==> src/rtl/exe_ctrl.sv <==
// Execute-stage sequencer: single-cycle writeback, multi-cycle MUL/MULH, LW/SW handshake, branch flush.
// Optional EXE_MEM_TIMEOUT_EN adds a MEM_TIMEOUT-cycle abort on a missing mem_ack (pulses mem_err).
module exe_ctrl #(
   parameter int unsigned MUL_LAT = 3
`ifdef EXE_MEM_TIMEOUT_EN
   , parameter int unsigned MEM_TIMEOUT = 64
`endif
) (
   input  logic        clk,
   input  logic        rst_n,
   input  logic        in_valid,
   output logic        in_ready,
   input  logic [4:0]  in_optype,
   input  logic [4:0]  in_rd,
   input  logic [31:0] in_store_data,
   input  logic [31:0] alu_res,
   input  logic        alu_write_reg,
   input  logic        alu_load_en,
   input  logic        alu_store_en,
   input  logic        alu_jmp_en,
   input  logic [31:0] alu_jmp_addr,
   output logic        stall,
   output logic        flush,
   output logic        pc_load,
   output logic [31:0] pc_target,
   output logic        mem_req,
   output logic        mem_we,
   output logic [31:0] mem_addr,
   output logic [31:0] mem_wdata,
   input  logic        mem_ack,
   input  logic [31:0] mem_rdata,
   output logic        wb_en,
   output logic [4:0]  wb_rd,
   output logic [31:0] wb_data,
   output logic        mem_err
);

   localparam int unsigned CW = $clog2(MUL_LAT + 1);
   // Decoder encodings of `I_MUL / `I_MULH
   localparam logic [4:0] OPT_MUL  = 5'd18;
   localparam logic [4:0] OPT_MULH = 5'd19;

   typedef enum logic [1:0] {S_IDLE, S_MUL, S_MEM, S_FLUSH} state_t;

   state_t        r_state, w_state;
   logic [CW-1:0] r_cnt, w_cnt;
   logic [4:0]    r_rd, w_rd;
   logic          r_in_ready, w_in_ready;
   logic          r_stall, w_stall;
   logic          r_flush, w_flush;
   logic          r_pc_load, w_pc_load;
   logic [31:0]   r_pc_target, w_pc_target;
   logic          r_mem_req, w_mem_req;
   logic          r_mem_we, w_mem_we;
   logic [31:0]   r_mem_addr, w_mem_addr;
   logic [31:0]   r_mem_wdata, w_mem_wdata;
   logic          r_wb_en, w_wb_en;
   logic [4:0]    r_wb_rd, w_wb_rd;
   logic [31:0]   r_wb_data, w_wb_data;
   logic          w_accept;
   logic          w_is_mul;
`ifdef EXE_MEM_TIMEOUT_EN
   localparam int unsigned TW = $clog2(MEM_TIMEOUT + 1);
   logic [TW-1:0] r_wait, w_wait;
   logic          r_mem_err, w_mem_err;
`endif

   assign w_accept = in_valid & r_in_ready;
   assign w_is_mul = (in_optype == OPT_MUL) || (in_optype == OPT_MULH);

   // Next-state and next-output logic
   always_comb begin
      w_state     = r_state;
      w_cnt       = r_cnt;
      w_rd        = r_rd;
      w_in_ready  = r_in_ready;
      w_stall     = r_stall;
      w_flush     = 1'b0;
      w_pc_load   = 1'b0;
      w_pc_target = r_pc_target;
      w_mem_req   = r_mem_req;
      w_mem_we    = r_mem_we;
      w_mem_addr  = r_mem_addr;
      w_mem_wdata = r_mem_wdata;
      w_wb_en     = 1'b0;
      w_wb_rd     = r_wb_rd;
      w_wb_data   = r_wb_data;
`ifdef EXE_MEM_TIMEOUT_EN
      w_wait      = r_wait;
      w_mem_err   = 1'b0;
`endif
      case (r_state)
         S_IDLE: begin
            if (w_accept) begin
               if (alu_jmp_en) begin
                  w_state     = S_FLUSH;
                  w_flush     = 1'b1;
                  w_pc_load   = 1'b1;
                  w_pc_target = alu_jmp_addr;
                  w_in_ready  = 1'b0;
               end else if (w_is_mul) begin
                  w_state    = S_MUL;
                  w_cnt      = CW'(MUL_LAT - 1);
                  w_rd       = in_rd;
                  w_stall    = 1'b1;
                  w_in_ready = 1'b0;
               end else if (alu_load_en || alu_store_en) begin
                  w_state     = S_MEM;
                  w_rd        = in_rd;
                  w_mem_req   = 1'b1;
                  w_mem_we    = alu_store_en;
                  w_mem_addr  = alu_res;
                  w_mem_wdata = in_store_data;
                  w_stall     = 1'b1;
                  w_in_ready  = 1'b0;
`ifdef EXE_MEM_TIMEOUT_EN
                  w_wait      = '0;
`endif
               end else if (alu_write_reg && (in_rd != 5'd0)) begin
                  w_wb_en   = 1'b1;
                  w_wb_rd   = in_rd;
                  w_wb_data = alu_res;
               end
            end
         end
         S_MUL: begin
            if (r_cnt == '0) begin
               w_state    = S_IDLE;
               w_stall    = 1'b0;
               w_in_ready = 1'b1;
               if (r_rd != 5'd0) begin
                  w_wb_en   = 1'b1;
                  w_wb_rd   = r_rd;
                  w_wb_data = alu_res;
               end
            end else begin
               w_cnt = r_cnt - CW'(1);
            end
         end
         S_MEM: begin
            // Ack wins over a simultaneous timeout expiry
            if (mem_ack) begin
               w_state    = S_IDLE;
               w_mem_req  = 1'b0;
               w_stall    = 1'b0;
               w_in_ready = 1'b1;
               if (!r_mem_we && (r_rd != 5'd0)) begin
                  w_wb_en   = 1'b1;
                  w_wb_rd   = r_rd;
                  w_wb_data = mem_rdata;
               end
            end
`ifdef EXE_MEM_TIMEOUT_EN
            else if (r_wait == TW'(MEM_TIMEOUT - 1)) begin
               w_state    = S_IDLE;
               w_mem_req  = 1'b0;
               w_stall    = 1'b0;
               w_in_ready = 1'b1;
               w_mem_err  = 1'b1;
            end else begin
               w_wait = r_wait + TW'(1);
            end
`endif
         end
         S_FLUSH: begin
            w_state    = S_IDLE;
            w_in_ready = 1'b1;
         end
         default: begin
            w_state    = S_IDLE;
            w_stall    = 1'b0;
            w_mem_req  = 1'b0;
            w_in_ready = 1'b1;
         end
      endcase
   end

   always_ff @(posedge clk or negedge rst_n) begin
      if (!rst_n) begin
         r_state     <= S_IDLE;
         r_cnt       <= '0;
         r_rd        <= '0;
         r_in_ready  <= 1'b1;
         r_stall     <= 1'b0;
         r_flush     <= 1'b0;
         r_pc_load   <= 1'b0;
         r_pc_target <= '0;
         r_mem_req   <= 1'b0;
         r_mem_we    <= 1'b0;
         r_mem_addr  <= '0;
         r_mem_wdata <= '0;
         r_wb_en     <= 1'b0;
         r_wb_rd     <= '0;
         r_wb_data   <= '0;
`ifdef EXE_MEM_TIMEOUT_EN
         r_wait      <= '0;
         r_mem_err   <= 1'b0;
`endif
      end else begin
         r_state     <= w_state;
         r_cnt       <= w_cnt;
         r_rd        <= w_rd;
         r_in_ready  <= w_in_ready;
         r_stall     <= w_stall;
         r_flush     <= w_flush;
         r_pc_load   <= w_pc_load;
         r_pc_target <= w_pc_target;
         r_mem_req   <= w_mem_req;
         r_mem_we    <= w_mem_we;
         r_mem_addr  <= w_mem_addr;
         r_mem_wdata <= w_mem_wdata;
         r_wb_en     <= w_wb_en;
         r_wb_rd     <= w_wb_rd;
         r_wb_data   <= w_wb_data;
`ifdef EXE_MEM_TIMEOUT_EN
         r_wait      <= w_wait;
         r_mem_err   <= w_mem_err;
`endif
      end
   end

   assign in_ready  = r_in_ready;
   assign stall     = r_stall;
   assign flush     = r_flush;
   assign pc_load   = r_pc_load;
   assign pc_target = r_pc_target;
   assign mem_req   = r_mem_req;
   assign mem_we    = r_mem_we;
   assign mem_addr  = r_mem_addr;
   assign mem_wdata = r_mem_wdata;
   assign wb_en     = r_wb_en;
   assign wb_rd     = r_wb_rd;
   assign wb_data   = r_wb_data;
`ifdef EXE_MEM_TIMEOUT_EN
   assign mem_err   = r_mem_err;
`else
   assign mem_err   = 1'b0;
`endif

endmodule

==> config.mk <==
export PLATFORM = sky130hd
export DESIGN_NAME = exe_ctrl
export DESIGN_NICKNAME = d
export VERILOG_FILES = /design/src/rtl/exe_ctrl.sv
export SDC_FILE = /design/constraint.sdc
export NUM_CORES = 1
export LEC_CHECK = 0
export BUFFER_PORTS_ARGS = -buffer_cell sky130_fd_sc_hd__buf_2
export CAP_MARGIN = 5
export CORE_UTILIZATION = 45
export DETAILED_ROUTE_END_ITERATION = 10
export PLACE_DENSITY = 0.86
export REMOVE_ABC_BUFFERS = 1
export SLEW_MARGIN = 20
export SYNTH_ARGS = -nofsm -noshare
export SYNTH_HDL_FRONTEND = slang
export SYNTH_SLANG_ARGS = --single-unit
==> constraint.sdc <==
create_clock -name clk -period 2.91 [get_ports clk]
set_input_delay 0.1455 -clock clk [delete_from_list [all_inputs] [get_ports clk]]
set_output_delay 0.1455 -clock clk [all_outputs]
set_load 0.01 [all_outputs]
==> results_dict.tcl <==
set metrics [dict create \
    r2r_cells 7 \
    worst_slack_ps 419 \
    path_max_fanout 33 \
    vias 5278 \
    fin_nets 1022 \
    placed_cells 931 \
    drt_iter0_drc 235 \
    fp.dieW_um 122 \
    grtUsageMet3 0.0623 \
    fin_crit_ps 2490 \
    fin_cells 1064 \
    cts_tree "yes" \
    dieHeight_um 122 \
    grt_pass1_vias 5594 \
    leakage_nw 4.85 \
    start_kind "register" \
    total_power_mw 10.2 \
    power.density_mw_per_mm2 1060 \
    critPathArrivalTime_ps 2780 \
    pin_count 287 \
    dp_hpwl_um 10900 \
    grt_pass1_wl_um 27900 \
    outcome "completed" \
    place_area_mm2 0.00807 \
    drive_gt1_frac 0.539 \
    htree_num_levels 4 \
    synthToLayoutAreaGrowth_pct 49.8 \
    grtUsageMet1 0.285 \
    grt_antenna_before_repair 0 \
    syn_area_mm2 0.00645 \
    hold_viol_final 0 \
    rsz0062_at_grt "no" \
    port_buffers 284 \
    timing.fmax_mhz 401 \
    synth_most_common_cell "dfrtp_1" \
    r2r-start "r_state[0]" \
    synth_edf_count 0 \
    finalSetupViolations 0 \
    first_pass_iters 5 \
    clockBufferDepth 2 \
    fin_crit_sh 0.856 \
    clkSlewWorstSetupHoldPaths_ps 60 \
    synth_commonest_cells "dfrtp_1 (147), mux2_2 (114), nand2_1 (101)" \
    grt_use_total 0.248 \
    met2_usage 0.438 \
    grt_max_degree 65 \
    worst_pin_slew_ps 609 \
    gr-total-overflow 0 \
    synthCells 482 \
    cts_made_buffers 17 \
    synth.area.top_cells "dfrtp_1 (57%), mux2_2 (20%), mux2_4 (7.0%)" \
    wl_per_cell_um 16.9 \
    startpoint "r_state[0]" \
    cts-resized-gates 0 \
    routed_wirelength_um 18000 \
    clock_sinks 148 \
    synth-seq-cells 148 \
    synth_flop_cell "dfrtp_1" \
    yosys.area.top_type_share 0.571 \
    rows 43 \
    skew_ps 8.58 \
    ir_drop_mv 0.584 \
    pre_cts_slack_ps 431 \
    postCtsSetupRepairBufs 0 \
    die-area_mm2 0.0148 \
    relSlewSlack 0.590 \
    core_mm2 0.0139 \
    vias_per_cell 4.96 \
    fin_hold_ws_ps 27.7 \
    endpoint "wb_data[4]" \
    finalMaxSlewViolations 0 \
    hp-class "in -> reg" \
    antenna_left 0 \
    required_ps 3200 \
    async_flop_share 1.00 \
    maxCapViolCount 0 \
    ys_seq_area_frac 0.575 \
    worstReg2RegEnd "wb_data[4]" \
    clock_latency_ps 410 \
    start_util 0.463 \
    crit_type "reg -> reg" \
    synth_warnings 0 \
    clockRootBuffer "clkbuf_16" \
    synth_top_cell_by_area "dfrtp_1" \
    setup_tns_ps 0 \
    r2r_setup_slack_ps 420 \
    syn_area_per_cell_um2 13.4 \
    final_area_mm2 0.00966 \
    final_core_util 0.693 \
    synthDistinctLibCells 40 \
    gp_congestion 0.860 \
    hold_start "alu_res[22]" \
    top_usage_layer "met2" \
    drc 0 \
    worst_setup_path_end_kind "register" \
]
## worst min-delay path by stage
| stage | end | slack, ps | depth (start not counted) |
|---|---|---|---|
| after CTS | mem_addr[22] | 3 | 2 |
| after global routing | mem_addr[22] | 20 | 2 |
| after global placement | mem_wdata[17] | 160 | 1 |
| final | mem_addr[22] | 30 | 2 |
| after floorplan | mem_addr[0] | -150 | 0 |
| after detailed placement | mem_wdata[21] | 160 | 1 |
## registers in the layout, summed over array words and instances (netlist names)
name,flops
r_state,2
r_rd,5
wb_data,32
r_cnt,2
pc_load,1
mem_req,1
mem_we,1
in_ready,1
stall,1
mem_addr,32
wb_rd,5
mem_wdata,32
pc_target,32
wb_en,1
## worst max-delay path, cell delays in order, from the launching register on
cell and delay [ps]:
dfrtp_1 370, inv_1 80, ha_1 350, inv_1 260, o2111ai_2 220, nor4_4 400, buf_12 290, mux2_2 370
## cell type report
type | instances | area (um^2)
fill | 908 | 4280
sequential | 148 | 3700
multi-input combinational | 301 | 2570
timing repair buffer | 394 | 2540
clock buffer | 21 | 450
tap | 180 | 225
clock inverter | 10 | 125
inverter | 9 | 33.8
antenna | 1 | 2.50
## kinds of logic after synthesis
| family | after synthesis | synth area share |
|---|---|---|
| other | 1 | 0.000582 |
| and+or+nand+nor | 123 | 0.0836 |
| muxes | 146 | 0.272 |
| AOI/OAI and AO/OA | 26 | 0.0318 |
| DFF | 148 | 0.575 |
| buffers and inverters | 33 | 0.0276 |
| adders and majority gates | 5 | 0.00970 |
## layer usage
| metal | part of all wire | up-vias |
|---|---|---|
| li1 | - | 2433 |
| met1 | 0.39 | 2580 |
| met2 | 0.52 | 231 |
| met3 | 0.063 | 34 |
| met4 | 0.022 | 0 |
| met5 | 0 | - |
## cell usage in the layout, fill, tap and decap left out, drive strengths merged, types with 2 or more instances in the layout
master,synthesis,routed
nor3,3,3
mux2i,2,2
dfrtp,147,147
o21ai,8,8
bufinv,0,2
clkbuf,8,21
clkinv,0,4
o2bb2ai,3,3
nor2,4,4
buf,16,293
a21oi,6,6
o2111ai,2,2
inv,9,12
dlygate4sd3,0,101
nor4,2,2
nand2,101,101
a22oi,2,2
ha,5,5
nand2b,3,3
mux2,144,144
## what timing repair did
item / in CTS / in global routing
endpoints found under the setup margin: 0 / 0
endpoints found under the hold margin: 159 / 0
hold buffers: 101 / 0
## where the power goes
part	switching [mW]	internal, mW
sequential	0.570	3.08
clock	0.850	1.29
combinational	2.09	2.34
total	3.51	6.72
Power figures use the tool's default switching activity.
